## config.mk

```make
export PLATFORM = sky130hd
export DESIGN_NAME = pp_accum_seq_flat
export DESIGN_NICKNAME = d
export VERILOG_FILES = /design/src/rtl/mult_pkg.sv /design/src/rtl/pp_accum_seq_if.sv /design/src/rtl/pp_row_slice.sv /design/src/rtl/pp_accum_seq.sv /design/src/flat_wrapper.sv
export SDC_FILE = /design/constraint.sdc
export NUM_CORES = 1
export LEC_CHECK = 0
export BUFFER_PORTS_ARGS = -buffer_cell sky130_fd_sc_hd__buf_2
export CAP_MARGIN = 20
export CORE_ASPECT_RATIO = 0.75
export CORE_UTILIZATION = 60
export DETAILED_ROUTE_END_ITERATION = 8
export GPL_ROUTABILITY_DRIVEN = 1
export PLACE_DENSITY_LB_ADDON = 0.05
export SLEW_MARGIN = 10
export SYNTH_ARGS = -nofsm -noshare
export SYNTH_HDL_FRONTEND = slang
export SYNTH_SLANG_ARGS = --single-unit
```

## constraint.sdc

```tcl
create_clock -name clk -period 7.66 [get_ports clk]
set_input_delay 1.149 -clock clk [delete_from_list [all_inputs] [get_ports clk]]
set_output_delay 1.149 -clock clk [all_outputs]
set_load 0.01 [all_outputs]
```

## src/rtl/mult_pkg.sv

```systemverilog
// Shared types and helpers for the time-sliced approximate multiplier.
// Holds the default operand width, the sequencer state encoding and the low-column mask generator.
package mult_pkg;

    localparam int DEF_WIDTH = 16;
    localparam int MASK_MAX  = 128;

    typedef enum logic [1:0] {
        IDLE  = 2'd0,
        ACCUM = 2'd1,
        DONE  = 2'd2
    } state_e;

    // Bits below cols set; callers cast down to their product width.
    function automatic logic [MASK_MAX-1:0] lowmask(input int cols);
        logic [MASK_MAX-1:0] m;
        m = '0;
        for (int i = 0; i < MASK_MAX; i++) begin
            m[i] = (i < cols) ? 1'b1 : 1'b0;
        end
        return m;
    endfunction

endpackage

```

## src/rtl/pp_accum_seq_if.sv

```systemverilog
// Operand and product handshakes of the partial-product sequencer.
// The sequencer uses the slave view; the operand source and product consumer use the master view.
interface pp_accum_seq_if #(
    parameter int WIDTH = mult_pkg::DEF_WIDTH
);
    logic               in_valid;
    logic               in_ready;
    logic [WIDTH-1:0]   in_x;
    logic [WIDTH-1:0]   in_y;
    logic               in_approx;
    logic               out_valid;
    logic               out_ready;
    logic [2*WIDTH-1:0] out_p;
    logic               out_approx;

    modport master (
        output in_valid, in_x, in_y, in_approx, out_ready,
        input  in_ready, out_valid, out_p, out_approx
    );

    modport slave (
        input  in_valid, in_x, in_y, in_approx, out_ready,
        output in_ready, out_valid, out_p, out_approx
    );
endinterface

```

## src/rtl/pp_row_slice.sv

```systemverilog
// Combinational slice of the partial-product array: produces ROWS_PER_CYCLE rows
// starting at row_idx, each already shifted to its weight within the 2W-bit product.
module pp_row_slice
    import mult_pkg::*;
#(
    parameter int WIDTH          = DEF_WIDTH,
    parameter int ROWS_PER_CYCLE = 4
) (
    input  logic [WIDTH-1:0]                             x,
    input  logic [WIDTH-1:0]                             y,
    input  logic [$clog2(WIDTH)-1:0]                     row_idx,
    output logic [ROWS_PER_CYCLE-1:0][2*WIDTH-1:0]       rows
);
    localparam int IW = $clog2(WIDTH);

    logic [IW-1:0] idx_s;

    // Row k of the slice is y gated by x[row_idx+k], placed at weight 2^(row_idx+k).
    always_comb begin
        rows  = '0;
        idx_s = '0;
        for (int k = 0; k < ROWS_PER_CYCLE; k++) begin
            idx_s   = row_idx + IW'(k);
            rows[k] = {{WIDTH{1'b0}}, (y & {WIDTH{x[idx_s]}})} << idx_s;
        end
    end

endmodule

```

## src/rtl/pp_accum_seq.sv

```systemverilog
// Multi-cycle partial-product sequencer: accepts an operand pair, reduces ROWS_PER_CYCLE
// rows per clock into the product accumulator, and returns the product over a handshake.
module pp_accum_seq
    import mult_pkg::*;
#(
    parameter int WIDTH          = DEF_WIDTH,
    parameter int ROWS_PER_CYCLE = 4,
    parameter int APPROX_COLS    = 8
) (
    input  logic           clk,
    input  logic           rst,
    pp_accum_seq_if.slave  bus,
    output logic           busy
);
    localparam int PW = 2 * WIDTH;
    localparam int IW = $clog2(WIDTH);
    localparam logic [PW-1:0] LOWMASK  = PW'(lowmask(APPROX_COLS));
    localparam logic [IW-1:0] LAST_IDX = IW'(WIDTH - ROWS_PER_CYCLE);
    localparam logic [IW-1:0] IDX_STEP = IW'(ROWS_PER_CYCLE);

    state_e                             state_q;
    logic [WIDTH-1:0]                   x_q;
    logic [WIDTH-1:0]                   y_q;
    logic                               approx_q;
    logic [IW-1:0]                      row_idx_q;
    logic [PW-1:0]                      acc_hi_q;
    logic [PW-1:0]                      acc_lo_q;
    logic [PW-1:0]                      out_p_q;
    logic                               out_approx_q;
    logic                               out_valid_q;
    logic                               busy_q;

    logic [ROWS_PER_CYCLE-1:0][PW-1:0]  rows_s;
    logic [PW-1:0]                      eff_mask_s;
    logic [PW-1:0]                      hi_sum_s;
    logic [PW-1:0]                      lo_or_s;
    logic [PW-1:0]                      acc_hi_d;
    logic [PW-1:0]                      acc_lo_d;
    logic [PW-1:0]                      prod_d;

    pp_row_slice #(
        .WIDTH          (WIDTH),
        .ROWS_PER_CYCLE (ROWS_PER_CYCLE)
    ) u_slice (
        .x       (x_q),
        .y       (y_q),
        .row_idx (row_idx_q),
        .rows    (rows_s)
    );

    // Exact mode uses an empty mask, so acc_lo stays zero and acc_hi is the full sum.
    always_comb begin
        eff_mask_s = approx_q ? LOWMASK : {PW{1'b0}};
        hi_sum_s   = '0;
        lo_or_s    = '0;
        for (int k = 0; k < ROWS_PER_CYCLE; k++) begin
            hi_sum_s = hi_sum_s + (rows_s[k] & ~eff_mask_s);
            lo_or_s  = lo_or_s | (rows_s[k] & eff_mask_s);
        end
        acc_hi_d = acc_hi_q + hi_sum_s;
        acc_lo_d = acc_lo_q | lo_or_s;
        prod_d   = (acc_hi_d & ~eff_mask_s) | acc_lo_d;
    end

    // Sequencer FSM with accumulators and registered product outputs.
    always_ff @(posedge clk) begin
        if (rst) begin
            state_q      <= IDLE;
            x_q          <= '0;
            y_q          <= '0;
            approx_q     <= 1'b0;
            row_idx_q    <= '0;
            acc_hi_q     <= '0;
            acc_lo_q     <= '0;
            out_p_q      <= '0;
            out_approx_q <= 1'b0;
            out_valid_q  <= 1'b0;
            busy_q       <= 1'b0;
        end else begin
            case (state_q)
                IDLE: begin
                    if (bus.in_valid) begin
                        x_q       <= bus.in_x;
                        y_q       <= bus.in_y;
                        approx_q  <= bus.in_approx;
                        row_idx_q <= '0;
                        acc_hi_q  <= '0;
                        acc_lo_q  <= '0;
                        busy_q    <= 1'b1;
                        state_q   <= ACCUM;
                    end else begin
                        state_q   <= IDLE;
                    end
                end
                ACCUM: begin
                    acc_hi_q  <= acc_hi_d;
                    acc_lo_q  <= acc_lo_d;
                    row_idx_q <= row_idx_q + IDX_STEP;
                    if (row_idx_q == LAST_IDX) begin
                        out_p_q      <= prod_d;
                        out_approx_q <= approx_q;
                        out_valid_q  <= 1'b1;
                        state_q      <= DONE;
                    end else begin
                        state_q      <= ACCUM;
                    end
                end
                DONE: begin
                    if (bus.out_ready) begin
                        out_valid_q <= 1'b0;
                        busy_q      <= 1'b0;
                        state_q     <= IDLE;
                    end else begin
                        state_q     <= DONE;
                    end
                end
                default: begin
                    out_valid_q <= 1'b0;
                    busy_q      <= 1'b0;
                    state_q     <= IDLE;
                end
            endcase
        end
    end

    // in_ready is gated by rst so it reads low throughout reset and high right after release.
    assign bus.in_ready   = (state_q == IDLE) && !rst;
    assign bus.out_valid  = out_valid_q;
    assign bus.out_p      = out_p_q;
    assign bus.out_approx = out_approx_q;
    assign busy           = busy_q;

endmodule
```

## src/flat_wrapper.sv

```systemverilog
// flat-port wrapper written by rule: the top's interface ports become plain ports
module pp_accum_seq_flat import mult_pkg::*;
#(
    parameter int WIDTH          = DEF_WIDTH,
    parameter int ROWS_PER_CYCLE = 4,
    parameter int APPROX_COLS    = 8
)
  (clk, rst, busy, bus_in_valid, bus_in_x, bus_in_y, bus_in_approx, bus_out_ready, bus_in_ready, bus_out_valid, bus_out_p, bus_out_approx);
  pp_accum_seq_if #(.WIDTH(WIDTH)) bus_i ();
  input  logic clk;
  input  logic rst;
  output logic busy;
  input wire logic [$bits(bus_i.in_valid)-1:0] bus_in_valid;
  input wire logic [$bits(bus_i.in_x)-1:0] bus_in_x;
  input wire logic [$bits(bus_i.in_y)-1:0] bus_in_y;
  input wire logic [$bits(bus_i.in_approx)-1:0] bus_in_approx;
  input wire logic [$bits(bus_i.out_ready)-1:0] bus_out_ready;
  output wire logic [$bits(bus_i.in_ready)-1:0] bus_in_ready;
  output wire logic [$bits(bus_i.out_valid)-1:0] bus_out_valid;
  output wire logic [$bits(bus_i.out_p)-1:0] bus_out_p;
  output wire logic [$bits(bus_i.out_approx)-1:0] bus_out_approx;
  assign bus_i.in_valid = bus_in_valid;
  assign bus_i.in_x = bus_in_x;
  assign bus_i.in_y = bus_in_y;
  assign bus_i.in_approx = bus_in_approx;
  assign bus_i.out_ready = bus_out_ready;
  assign bus_in_ready = bus_i.in_ready;
  assign bus_out_valid = bus_i.out_valid;
  assign bus_out_p = bus_i.out_p;
  assign bus_out_approx = bus_i.out_approx;
  pp_accum_seq #(.WIDTH(WIDTH), .ROWS_PER_CYCLE(ROWS_PER_CYCLE), .APPROX_COLS(APPROX_COLS)) u_core (.clk(clk), .rst(rst), .bus(bus_i), .busy(busy));
endmodule
```

**Word level (Yosys, flattened, before mapping)**

Cells that the tools add are included.

- Register bits: 138
- Input bits: 37
- Output and inout port bits: 36
- Logic and storage cells: 86

- Add/sub/neg operators: 8
- Magnitude comparators: 4
- Eq/ne operators: 6
- Shift operators: 4
- Multiplexer cells: 23
- Bitwise operators: 21
- Reduce and logical (&&, ||, !) cells: 9

Operators with widths:

| kind | count |
|---|---|
| $and A32 B32 Y32 | 9 |
| $or A32 B32 Y32 | 5 |
| $add A32 B32 Y32 | 4 |
| $pmux W32 S2 | 2 |
| $shl A16 B4 Y32 | 4 |
| $and A16 B16 Y16 | 4 |
| $mux W32 | 1 |
| $not A32 Y32 | 1 |
| $lt A4 B5 Y1 const B | 4 |
| $bmux W1 S4 | 4 |
| $add A4 B2 Y4 const B | 2 |
| $mux W1 | 8 |
| $mux W8 | 1 |
| $pmux W4 S2 | 1 |
| $pmux W1 S3 | 2 |
| $pmux W2 S3 | 1 |
| $reduce_and A2 Y1 | 3 |
| $reduce_and A3 Y1 | 2 |
| $add A4 B1 Y4 const B | 1 |
| $add A4 B3 Y4 const B | 1 |
| $eq A4 B4 Y1 const B | 1 |
| $mux W2 | 2 |
| $mux W4 | 1 |
| $ne A2 B2 Y1 const B | 2 |
| other kinds (8) | 9 |

**Longest topological paths before layout**

Gate-level depths: netlist of run 1.

- Depth in word-level cells: 12
- Depth in mapped cells: 22
- Depth with buffers taken out: 18

**Cells and area by module**

From an unflattened synthesis of run 1, not the netlist that was laid out.

- Cell total of the unflattened synthesis: 1,695
- Area total of the unflattened synthesis: 13,264.0 µm²

By module, submodules not included:

| module | times used | cells an instance | area an instance (µm²) | sequential area each (µm²) |
|---|---|---|---|---|
| pp_accum_seq | 1 | 1,131 | 8,981.1 | 2,242.2 |
| pp_row_slice | 1 | 564 | 4,282.9 | 0.0 |

**Least setup slack after synthesis of run 1**

No wires, ideal clock.

- Kind: register to register
- From: register u_core.row_idx_q[2]
- To: register u_core.out_p_q[28] (netlist: u_core.bus.out_p[28])
- Library setup time: 74 ps
- Data arrival time: 5,419 ps
- Path slack: 2,167 ps
- Cell stages (with the launch flop): 22
- Path buffers: 4
- Cell sequence: dfxtp_1 > buf_2 > buf_2 > buf_2 > mux2i_1 > nand2_1 > o21ai_1 > clkbuf_1 > nor2_1 > fa_1 > inv_1 > fa_1 > inv_1 > fa_1 > ha_1 > a21oi_1 > nand4b_2 > a211o_1 > a2111oi_2 > nor2_2 > or4_1 > a31oi_1

- Longest elaborated chain between the ends: 12
- Elaborated cells between the ends (all ways): 39
- Those cells by class: 7 x add/sub; 1 x eq/ne; 4 x shift; 8 x mux; 18 x bitwise; 1 x reduce/logical

RTL lines:

| item | RTL line | RTL |
|---|---|---|
| start, declared | pp_accum_seq.sv:25 | `logic [IW-1:0] row_idx_q;` |
| start signal, assigned | pp_accum_seq.sv:98 | `row_idx_q <= row_idx_q + IDX_STEP;` |
| $add A4 B1 Y4 | pp_row_slice.sv:23 | `idx_s = row_idx + IW'(k);` |
| $bmux W1 S4 | pp_row_slice.sv:24 | `rows[k] = {{WIDTH{1'b0}}, (y & {WIDTH{x[idx_s]}})} << idx_s;` |
| $mux W1 (not written as such) | pp_row_slice.sv:24 |  |
| $and A16 B16 Y16 | pp_row_slice.sv:24 |  |
| $shl A16 B4 Y32 | pp_row_slice.sv:24 |  |
| $and A32 B32 Y32 | pp_accum_seq.sv:57 | `hi_sum_s = hi_sum_s + (rows_s[k] & ~eff_mask_s);` |
| $add A32 B32 Y32 (3 in a row) | pp_accum_seq.sv:57 |  |
| $add A32 B32 Y32 | pp_accum_seq.sv:60 | `acc_hi_d = acc_hi_q + hi_sum_s;` |
| $and A32 B32 Y32 | pp_accum_seq.sv:62 | `prod_d = (acc_hi_d & ~eff_mask_s) \| acc_lo_d;` |
| $or A32 B32 Y32 | pp_accum_seq.sv:62 |  |
| end signal, assigned | pp_accum_seq.sv:100 | `out_p_q <= prod_d;` |
| end, declared | pp_accum_seq.sv:28 | `logic [PW-1:0] out_p_q;` |

Several ways; a longest one is shown, not always the timed one. The select of a mux whose other input is x is not followed.
A chain may end at the register's enable or synchronous reset.

**Final worst setup path of run 1**

- From: register u_core.row_idx_q[2]
- To: register u_core.acc_hi_q[30]

- Longest elaborated chain between the ends: 11
- Elaborated cells between the ends (all ways): 28
- Those cells by class: 7 x add/sub; 4 x shift; 9 x mux; 8 x bitwise

RTL lines:

| item | RTL line | RTL |
|---|---|---|
| $add A4 B1 Y4 | pp_row_slice.sv:23 |  |
| $bmux W1 S4 | pp_row_slice.sv:24 |  |
| $mux W1 (not written as such) | pp_row_slice.sv:24 |  |
| $and A16 B16 Y16 | pp_row_slice.sv:24 |  |
| $shl A16 B4 Y32 | pp_row_slice.sv:24 |  |
| $and A32 B32 Y32 | pp_accum_seq.sv:57 |  |
| $add A32 B32 Y32 (2 in a row) | pp_accum_seq.sv:57 |  |
| $add A32 B32 Y32 * | pp_accum_seq.sv:57 |  |
| $add A32 B32 Y32 * | pp_accum_seq.sv:60 |  |
| $pmux W32 S2 * | pp_accum_seq.sv:80 | `case (state_q)` |
| end signal, assigned | pp_accum_seq.sv:96 | `acc_hi_q <= acc_hi_d;` |
| end, declared | pp_accum_seq.sv:26 | `logic [PW-1:0] acc_hi_q;` |

Mark *: on every way between the ends. The rest lies on a longest branch, timed or not. The select of a mux whose other input is x is not followed.

==> results of run 1 <==
[registers in the layout, indices dropped and copies added (netlist names)]
| name | count |
|---|---|
| u_core.row_idx_q | 2 |
| u_core.x_q | 16 |
| u_core.acc_lo_q | 8 |
| u_core.bus.out_valid | 1 |
| u_core.acc_hi_q | 32 |
| u_core.busy | 1 |
| u_core.bus.out_p | 32 |
| u_core.bus.out_approx | 1 |
| u_core.y_q | 16 |
| u_core.approx_q | 1 |
| u_core.state_q | 2 |
[tightest hold or removal path: stages (launching register included)]
cell	delay, ns
dfxtp_1	0.31
nand2_1	0.05
a21oi_1	0.05
[layout make-up]
class,instances,area share [%]
timing repair buffer,84,4.580
tap,205,2.551
clock buffer,9,2.240
sequential,112,22.31
multi-input combinational,854,61.69
inverter,149,5.563
clock inverter,7,1.058
[layer usage]
metal  vias to the layer above  track usage (%)  share of wire, %
met5                         -                0                 0
met1                      3824            45.33                50
met4                         0            7.664               1.3
met3                        21            7.325               8.1
met2                       294            45.35                41
li1                       3921                -                 -
[cell families (layout without fill, tap and decap cells)]
family	Yosys count	in the layout	synth area share (%)
compound gates	250	250	16.73
mux	30	30	3.804
flops	112	112	24.01
buf+inv	216	249	9.859
other cells	2	8	0.08041
simple gates	417	417	19.49
xor+xnor	25	25	2.344
fa+ha+maj	124	124	23.68
[cell usage in the layout, fill, tap and decap left out, types with 15 or more instances in the layout]
cell type / Yosys / layout
nand3_1: 15 / 15
nor3_1: 17 / 17
a22oi_1: 19 / 19
inv_1: 149 / 149
ha_1: 36 / 36
fa_1: 88 / 88
nand2_1: 156 / 156
dfxtp_1: 112 / 111
buf_2: 4 / 71
o21ai_0: 40 / 40
a21oi_1: 101 / 101
nor2_1: 156 / 156
[worst min path at each step]
stage,to,slack [ns],cells past startpoint
final,u_core.bus.out_p[11]$_SDFFE_PP0P_,0.45,2
after global routing,u_core.bus.out_p[15]$_SDFFE_PP0P_,0.47,2
after CTS,u_core.bus.out_p[11]$_SDFFE_PP0P_,0.45,2
after detailed placement,u_core.bus.out_p[11]$_SDFFE_PP0P_,0.44,2
after global placement,u_core.acc_hi_q[23]$_SDFFE_PP0P_,0.44,2
after floorplan,u_core.acc_hi_q[20]$_SDFFE_PP0P_,0.43,2
[through the flow]
stage,hold slack [ns],util (%),cells,setup slack (ns)
2_1_floorplan,0.4250,-,1182,2.167
3_3_place_gp,0.4384,63.76,1403,1.826
3_5_place_dp,0.4438,63.76,1403,1.751
4_1_cts,0.4546,65.94,1419,1.717
5_1_grt,0.4748,66.03,1420,1.244
6_report,0.4500,66.03,1420,1.639
[report_power, final]
part           internal, W  switching (W)
clock network     0.000294       0.000246
registers         0.000599      0.0000255
logic            0.0000840       0.000149
==> metrics.txt, run 1 <==
status completed; die height approximately 110 µm; crit-path max FO between 40 and 50; clk sinks 112; Worst setup SP type flop; Overflow after GRT 0; Worst R2R End u_core.acc_hi_q[30]$_SDFFE_PP0P_; worst-margin pin slew 0.9866 ns; initial antenna violation count 0; die area 16080 µm²; Max clock buf depth 2; Tcrit/Tclk final 78.60%; critical path's slowest cell dfxtp_2; setup bufs post-CTS 0; cts repair resizes 0; final hold violations 0; DR pass1 iterations 6; Critical path origin u_core.row_idx_q[2]$_SDFFE_PP0P_; Chip Width 146.1 µm; Synth cell types 70; YS warnings 0; CTS Hold Bufs 0; num rows 39; Total Wirelength about 23 mm; first-pass GRT wire length 38.56 mm; Setup CP Type flop to flop; Num CTS Buffers 9; Skew-Pair Late Insertion Delay 0.37 ns; cell family with most CP delay adder cells; Area Overhead vs Synth 7.636%; Final Setup Violations 0; Post-synth top flop dfxtp_1; DP HPWL about 18 mm; iteration-0 DRC count of the detailed router roughly 790; clock-pin slew on the worst setup and hold paths 0.08 ns; Max Fclk roughly 170 MHz; Synth area leader dfxtp_1; top cells by count, synth nand2_1, nor2_1, inv_1; min Tclk post-route 6.021 ns; FF+latch count, synth ~110; Worst EP required between 7 and 8 ns; Hold Crit Class flop to flop; share of layout cells above drive strength 1 roughly 11%; via-per-instance ratio between 5 and 6; post-synthesis sequential area ratio 24.01%; core area 15220 µm²; root buf cell clkbuf_16; crit path to u_core.acc_hi_q[30]$_SDFFE_PP0P_; skew final 0.007571 ns; Post-Route Setup TNS 0 ns; DR WL/cell 16.46 µm; maximum VDD drop 0.00009637 V; htree depth 3; Crit. End Element flop; synthesized area per cell slightly below 8 µm²; IO Pins 73; Max-cap violations 0; GRT Overall Usage a little under a third; pin count of the biggest net entering global routing 71; antenna viol nets, final 0; DR DRC count 0; reg2reg start u_core.row_idx_q[2]$_SDFFE_PP0P_; R2R cell count 16; Most common cell on crit path fa_1; leading post-synthesis cells by cell area dfxtp_1, fa_1, nand2_1; Seq. cell area ~2200 µm²; Synth Instances 1176; Post-synth EDFFs 0; r2r setup slk ~1.6 ns; Cell Chain, Critical Path mux2i_1 > mux2_2 > nor2_1 > fa_1 > fa_1 > inv_1 > fa_1 > inv_1 > ha_1 > a21o_1 > a21oi_1 > a211oi_1 > a21oi_1 > o21ai_0 > and3_1 > a221o_1; Rel. slew slack between 30 and 40%; Final nets 1371; area of the multi-input gates 6202 µm²; TritonCTS clock tree built; PD cells around 140 nW/µm²; hold wc startpoint u_core.bus.out_p[11]$_SDFFE_PP0P_; Yosys top cell area share 24.01%; fillcell total about 1400; vias in the first global route 7632; CP Depth 16; Final Instance Area 10050 µm²; Total Power 0.001398 W; placed cell area a little under 10000 µm²; critical path data arrival time 6.28 ns; Pleak 4.407 nW; routed vias slightly above 8000; RSZ-0062 raised after global routing false; ANT cells 0; Async SR Flop Fraction 0%; Worst path max stage delay about 0.98 ns; Worst Path Buf+Inv 2; buffers added on ports 72; RD Place Congestion 0.9694; initial core utilization 61.35%; Slew Limit Fails 0; Post-Syn Area 9340 µm²
(Power assumes the default switching activity.)
==> inputs of run 2 (changes only) <==
==> constraint.sdc (replaced) <==
create_clock -name clk -period 6.2 [get_ports clk]
set_input_delay 0.93 -clock clk [delete_from_list [all_inputs] [get_ports clk]]
set_output_delay 0.93 -clock clk [all_outputs]
set_load 0.01 [all_outputs]
==> metrics.txt, run 2 (synthesis gave the netlist of run 1 again) <==
Setup CP Type flop to flop; skew final 0.01475 ns; PD cells between 150 and 200 nW/µm²; htree depth 3; Area Overhead vs Synth 7.930%; Final nets 1375; Max clock buf depth 2; initial core utilization 61.35%; clk sinks about 110; IO Pins 73; Seq. cell area 2243 µm²; maximum VDD drop 0.0001326 V; DR pass1 iterations 5; vias in the first global route about 7600; critical path data arrival time 5.99 ns; Max-cap violations 0; Worst EP required 6.47 ns; worst-margin pin slew 1.034 ns; final hold violations 0; first-pass GRT wire length 38.80 mm; routed vias 8169; GRT Overall Usage 31.08%; core area 15220 µm²; root buf cell clkbuf_16; Tcrit/Tclk final just over 90%; buffers added on ports 72; r2r setup slk 0.48 ns; Post-Route Setup TNS 0 ns; fillcell total 1355; ANT cells 0; share of layout cells above drive strength 1 11.16%; fin util approximately two thirds; Max Fclk 174.9 MHz; Worst R2R End u_core.acc_hi_q[29]$_SDFFE_PP0P_; iteration-0 DRC count of the detailed router 609; RD Place Congestion 0.8616; hold wc startpoint u_core.bus.out_valid$_SDFFE_PP0P_; antenna viol nets, final 0; via-per-instance ratio 5.737; num rows 39; crit-path max FO 38; Hold Path Sink u_core.bus.out_valid$_SDFFE_PP0P_; Crit. End Element flop; Slew Limit Fails 0; min Tclk post-route 5.717 ns; Total Wirelength around 24 mm; RSZ-0062 raised after global routing false; clock-pin slew on the worst setup and hold paths 0.09 ns; Final Setup Violations 0; Pleak 4.420 nW; DP HPWL ~18 mm; DR DRC count 0; Rel. slew slack 30.78%; CTS Hold Bufs 0; initial antenna violation count 0; area of the multi-input gates 6202 µm²; DR WL/cell 16.71 µm; status completed; Chip Width 146.1 µm; die height around 110 µm; die area 16080 µm²; most frequent cells in the layout nand2_1, nor2_1, inv_1, dfxtp_1, a21oi_1; Num CTS Buffers 9; TritonCTS clock tree built; R2R cell count 17; Skew-Pair Late Insertion Delay 0.38 ns; setup bufs post-CTS 0; cts repair resizes 0; hold path depth 2; Hold Crit Class flop to flop; pin count of the biggest net entering global routing 57; Overflow after GRT 0; Worst setup SP type flop; reg2reg start u_core.row_idx_q[2]$_SDFFE_PP0P_
==> run 2: changes by cell type in the layout (fill, tap and decap cells not counted), sizes merged <==
| cell | before | now |
|---|---|---|
| buf | 84 | 88 |
| bufinv | 2 | 0 |
| clkinv | 0 | 3 |
| inv | 154 | 153 |
==> run 2: final cells by class <==
class,count,share of cell area (%)
clock inverters,7,0.9060
multi-input cells,854,61.52
flip-flops and latches,112,22.25
well taps,205,2.544
clock buffers,9,2.234
inverters,149,5.548
repair buffers,88,4.989
==> run 2: where the power goes <==
part	total [W]	leakage, nW	internal, W	switching, W
Combinational	0.000301	3.36	0.000106	0.000195
Clock	0.000626	0.154	0.000294	0.000332
Sequential	0.000765	0.909	0.000740	0.0000244
==> run 2: worst max-delay path by stage <==
stage          slack (ns)  cells past startpoint                           endpoint                             start
6_report             0.48                     17   u_core.acc_hi_q[29]$_SDFFE_PP0P_  u_core.row_idx_q[2]$_SDFFE_PP0P_
5_1_grt              0.25                     17  u_core.bus.out_p[29]$_SDFFE_PP0P_  u_core.row_idx_q[2]$_SDFFE_PP0P_
4_1_cts              0.63                     17   u_core.acc_hi_q[29]$_SDFFE_PP0P_  u_core.row_idx_q[2]$_SDFFE_PP0P_
3_5_place_dp         0.64                     17   u_core.acc_hi_q[29]$_SDFFE_PP0P_  u_core.row_idx_q[2]$_SDFFE_PP0P_
3_3_place_gp         0.64                     17   u_core.acc_hi_q[29]$_SDFFE_PP0P_  u_core.row_idx_q[2]$_SDFFE_PP0P_
2_1_floorplan        0.71                     21  u_core.bus.out_p[28]$_SDFFE_PP0P_  u_core.row_idx_q[2]$_SDFFE_PP0P_
==> run 2: critical path, stage by stage (launching register included) <==
cell and delay, ns:
dfxtp_2 0.48, buf_12 0.26, mux2_2 0.38, o21ai_0 0.50
nor2_1 0.13, fa_1 0.51, fa_1 0.49, inv_1 0.06
fa_1 0.47, inv_1 0.04, ha_1 0.37, a21oi_1 0.24
o21ai_0 0.21, a221oi_1 0.46, o21ai_0 0.22, o31ai_1 0.44
xor2_1 0.23, o21ai_0 0.11
==> run 2: metrics by stage <==
stage	instance area, µm²	hold slack, ns	power [W]	setup slack [ns]	cells
after floorplan	9363	0.4250	0.0009950	0.7068	1182
after global placement	9749	0.4308	0.001069	0.6402	1407
after detailed placement	9749	0.4387	0.001073	0.6373	1407
after CTS	10070	0.4554	0.001696	0.6301	1423
after global routing	10080	0.4797	0.001761	0.2473	1424
final	10080	0.4539	0.001692	0.4830	1424
==> run 2: metal layers <==
layer	part of all wire [%]	track usage, %	vias up
met1	50	46.58	3919
met3	8.1	6.955	28
met4	1.8	8.482	0
met2	40	44.81	304
li1	-	-	3918
met5	0	0	-
==> inputs of run 3 (changes only) <==
--- a/config.mk
+++ b/config.mk
@@ -5,6 +5,7 @@
 export SDC_FILE = /design/constraint.sdc
 export NUM_CORES = 1
 export LEC_CHECK = 0
+export ABC_AREA = 1
 export BUFFER_PORTS_ARGS = -buffer_cell sky130_fd_sc_hd__buf_2
 export CAP_MARGIN = 20
 export CORE_ASPECT_RATIO = 0.75
==> metrics.txt, run 3 <==
Switching Fraction 47.78%; DR WL/cell 17.18 µm; synthesized area per cell 6.479 µm²; leading post-synthesis cells by cell area dfxtp_1, fa_1, nand2_1; Skew-Pair Late Insertion Delay about 0.37 ns; Async SR Flop Fraction 0%; Final Setup Violations 0; Cell Chain, Critical Path buf_4 > nand3_2 > nand2_2 > nor2_1 > o21ai_0 > o21ai_0 > fa_1 > fa_1 > inv_1 > fa_1 > inv_1 > ha_1 > nand2_1 > nor2_1 > nand2_1 > nor2_1 > nand2_1 > nand2_1 > nand2_1 > nand2_1 > nand2_1 > nand2_1 > inv_1; critical path's slowest cell fa_1; DR DRC count 0; Worst setup SP type flop; Post-synth EDFFs 0; hold path depth 2; Total Wirelength 32.93 mm; setup bufs post-CTS 0; cts repair resizes 0; Post-Route Setup TNS 0 ns; cell family with most CP delay simple AND/OR/NAND/NOR gates; Worst Path Buf+Inv 4; critical path data arrival time about 5.8 ns; Comb power frac between 50 and 60%; most frequent cells in the layout nand2_1, inv_1, nor2_1, o21ai_0, dfxtp_1; iteration-0 DRC count of the detailed router 1314; crit path to u_core.bus.out_p[30]$_SDFFE_PP0P_; R2R cell count 23; Seq pwr share 27.0%; antenna viol nets, final 0; top cells by count, synth nand2_1, inv_1, nor2_1; YS warnings 0; CP Depth 23; Synth area leader dfxtp_1; Max-cap violations 0; Hold Crit Class flop to flop; first-pass GRT wire length between 50 and 60 mm; most common cell after layout, fill and taps aside nand2_1; ANT cells 0; Max clock buf depth 2; fillcell total 1621; maximum VDD drop 0.0001799 V; skew final 0.007910 ns; reg2reg start u_core.row_idx_q[3]$_SDFFE_PP0P_; Worst EP required 6.48 ns; Rel. slew slack approximately 38%; TritonCTS clock tree built; hold wc startpoint u_core.acc_hi_q[15]$_SDFFE_PP0P_; Setup CP Type flop to flop; Yosys top cell area share between 20% and 30%; Post-Syn Area 10690 µm²; initial antenna violation count 1; area of the multi-input gates a little over 7000 µm²; htree depth 3; P_int 0.001595 W; share of layout cells above drive strength 1 7.317%; Chip Width 156.1 µm; Final nets 1837; RD Place Congestion 0.9952; Critical path origin u_core.row_idx_q[3]$_SDFFE_PP0P_; pin count of the biggest net entering global routing 80; Seq. cell area 2245 µm²; FF+latch count, synth 112; clk sinks 112; PD cells 266.1 nW/µm²; min Tclk post-route 5.539 ns; Num CTS Buffers 9; Area Overhead vs Synth 7.374%; GRT Overall Usage 37.14%; IO Pins 73; num rows 41; DR pass1 iterations 6; final hold violations 0; Post-synth top flop dfxtp_1; clock-pin slew on the worst setup and hold paths about 0.08 ns; vias in the first global route 9929; Synth cell types 40; routed vias about 11000; buffers added on ports 72; core area 17130 µm²; Worst R2R End u_core.bus.out_p[30]$_SDFFE_PP0P_; Overflow after GRT 0; count leader, synth nand2_1; Pleak roughly 6 nW; DP HPWL 25.41 mm; Most common cell on crit path nand2_1; Synth Instances 1650; r2r setup slk 0.66 ns; initial core utilization 62.39%; Slew Limit Fails 0; post-synthesis sequential area ratio 20.97%; Crit. End Element flop; P_sw between 0.001 and 0.0015 W; worst-margin pin slew about 0.93 ns; Final Instance Area 11480 µm²; die height 117.6 µm; root buf cell clkbuf_16; crit-path max FO 32; Tcrit/Tclk final 89.33%; CTS Hold Bufs 0; Worst path max stage delay between 0.5 and 0.6 ns; Clock power frac 21.1%; placed cell area 11130 µm²; via-per-instance ratio ~5.6; status completed; die area approximately 18000 µm²; RSZ-0062 raised after global routing false; Max Fclk between 150 and 200 MHz
## run 3: worst min path at each step
| stage | to | slack [ns] |
|---|---|---|
| 6_report | u_core.acc_hi_q[15]$_SDFFE_PP0P_ | 0.47 |
| 5_1_grt | u_core.acc_hi_q[9]$_SDFFE_PP0P_ | 0.49 |
| 4_1_cts | u_core.acc_hi_q[15]$_SDFFE_PP0P_ | 0.47 |
| 3_5_place_dp | u_core.acc_hi_q[15]$_SDFFE_PP0P_ | 0.46 |
| 3_3_place_gp | u_core.busy$_SDFFE_PP0P_ | 0.45 |
| 2_1_floorplan | u_core.acc_hi_q[3]$_SDFFE_PP0P_ | 0.44 |
## run 3: worst min-delay path: stages (launching register included)
cell     delay [ns]
dfxtp_1        0.32
nand2_1        0.06
a21oi_1        0.05
## run 3: kinds of logic (layout without fill, tap and decap cells)
| group | Yosys count | in the layout | share of synthesized area, % |
|---|---|---|---|
| AO/OA/AOI/OAI | 303 | 303 | 15.22 |
| XOR/XNOR | 18 | 18 | 1.475 |
| adder cells (fa/ha/maj) | 124 | 124 | 20.69 |
| buffers and inverters | 368 | 393 | 13.30 |
| flip-flops | 112 | 112 | 20.97 |
| multiplexers | 2 | 2 | 0.1873 |
| other | 2 | 8 | 0.07025 |
| AND/OR/NAND/NOR | 721 | 721 | 28.09 |
## run 3: stage by stage
stage               hold slack, ns  setup WS, ns  std cells  utilization (%)  power (W)
CTS                         0.4708        0.8877       1915            66.81   0.003027
finish                      0.4710        0.6613       1917            66.99   0.003054
detailed placement          0.4586        0.9048       1899            64.97   0.002379
floorplan                   0.4409         1.950       1656                -   0.001950
global placement            0.4464        0.8271       1899            64.97   0.002357
global route                0.4925        0.4040       1917            66.99   0.003276
## run 3: power by group through the flow
stage	combinational, W	clock, W	sequential [W]
floorplan	0.00113	0	0.000820
global placement	0.00152	0	0.000840
detailed placement	0.00154	0	0.000841
CTS	0.00155	0.000649	0.000826
global route	0.00176	0.000683	0.000829
finish	0.00158	0.000646	0.000824
## run 3: final cells by class
type                       count  area share, %
clock buffer                  10          1.995
clock inverter                 6         0.7521
multi-input combinational   1176          61.48
inverter                     293          9.581
sequential                   112          19.56
timing repair buffer          84          4.066
tap                          236          2.572
## run 3: routing by layer
layer / GRT usage, % / up-vias / part of all wire, %
met1: 54.02 / 5018 / 44
li1: - / 5164 / -
met2: 54.85 / 541 / 42
met4: 10.17 / 2 / 2.3
met3: 8.579 / 56 / 11
met5: 0 / - / 0.039
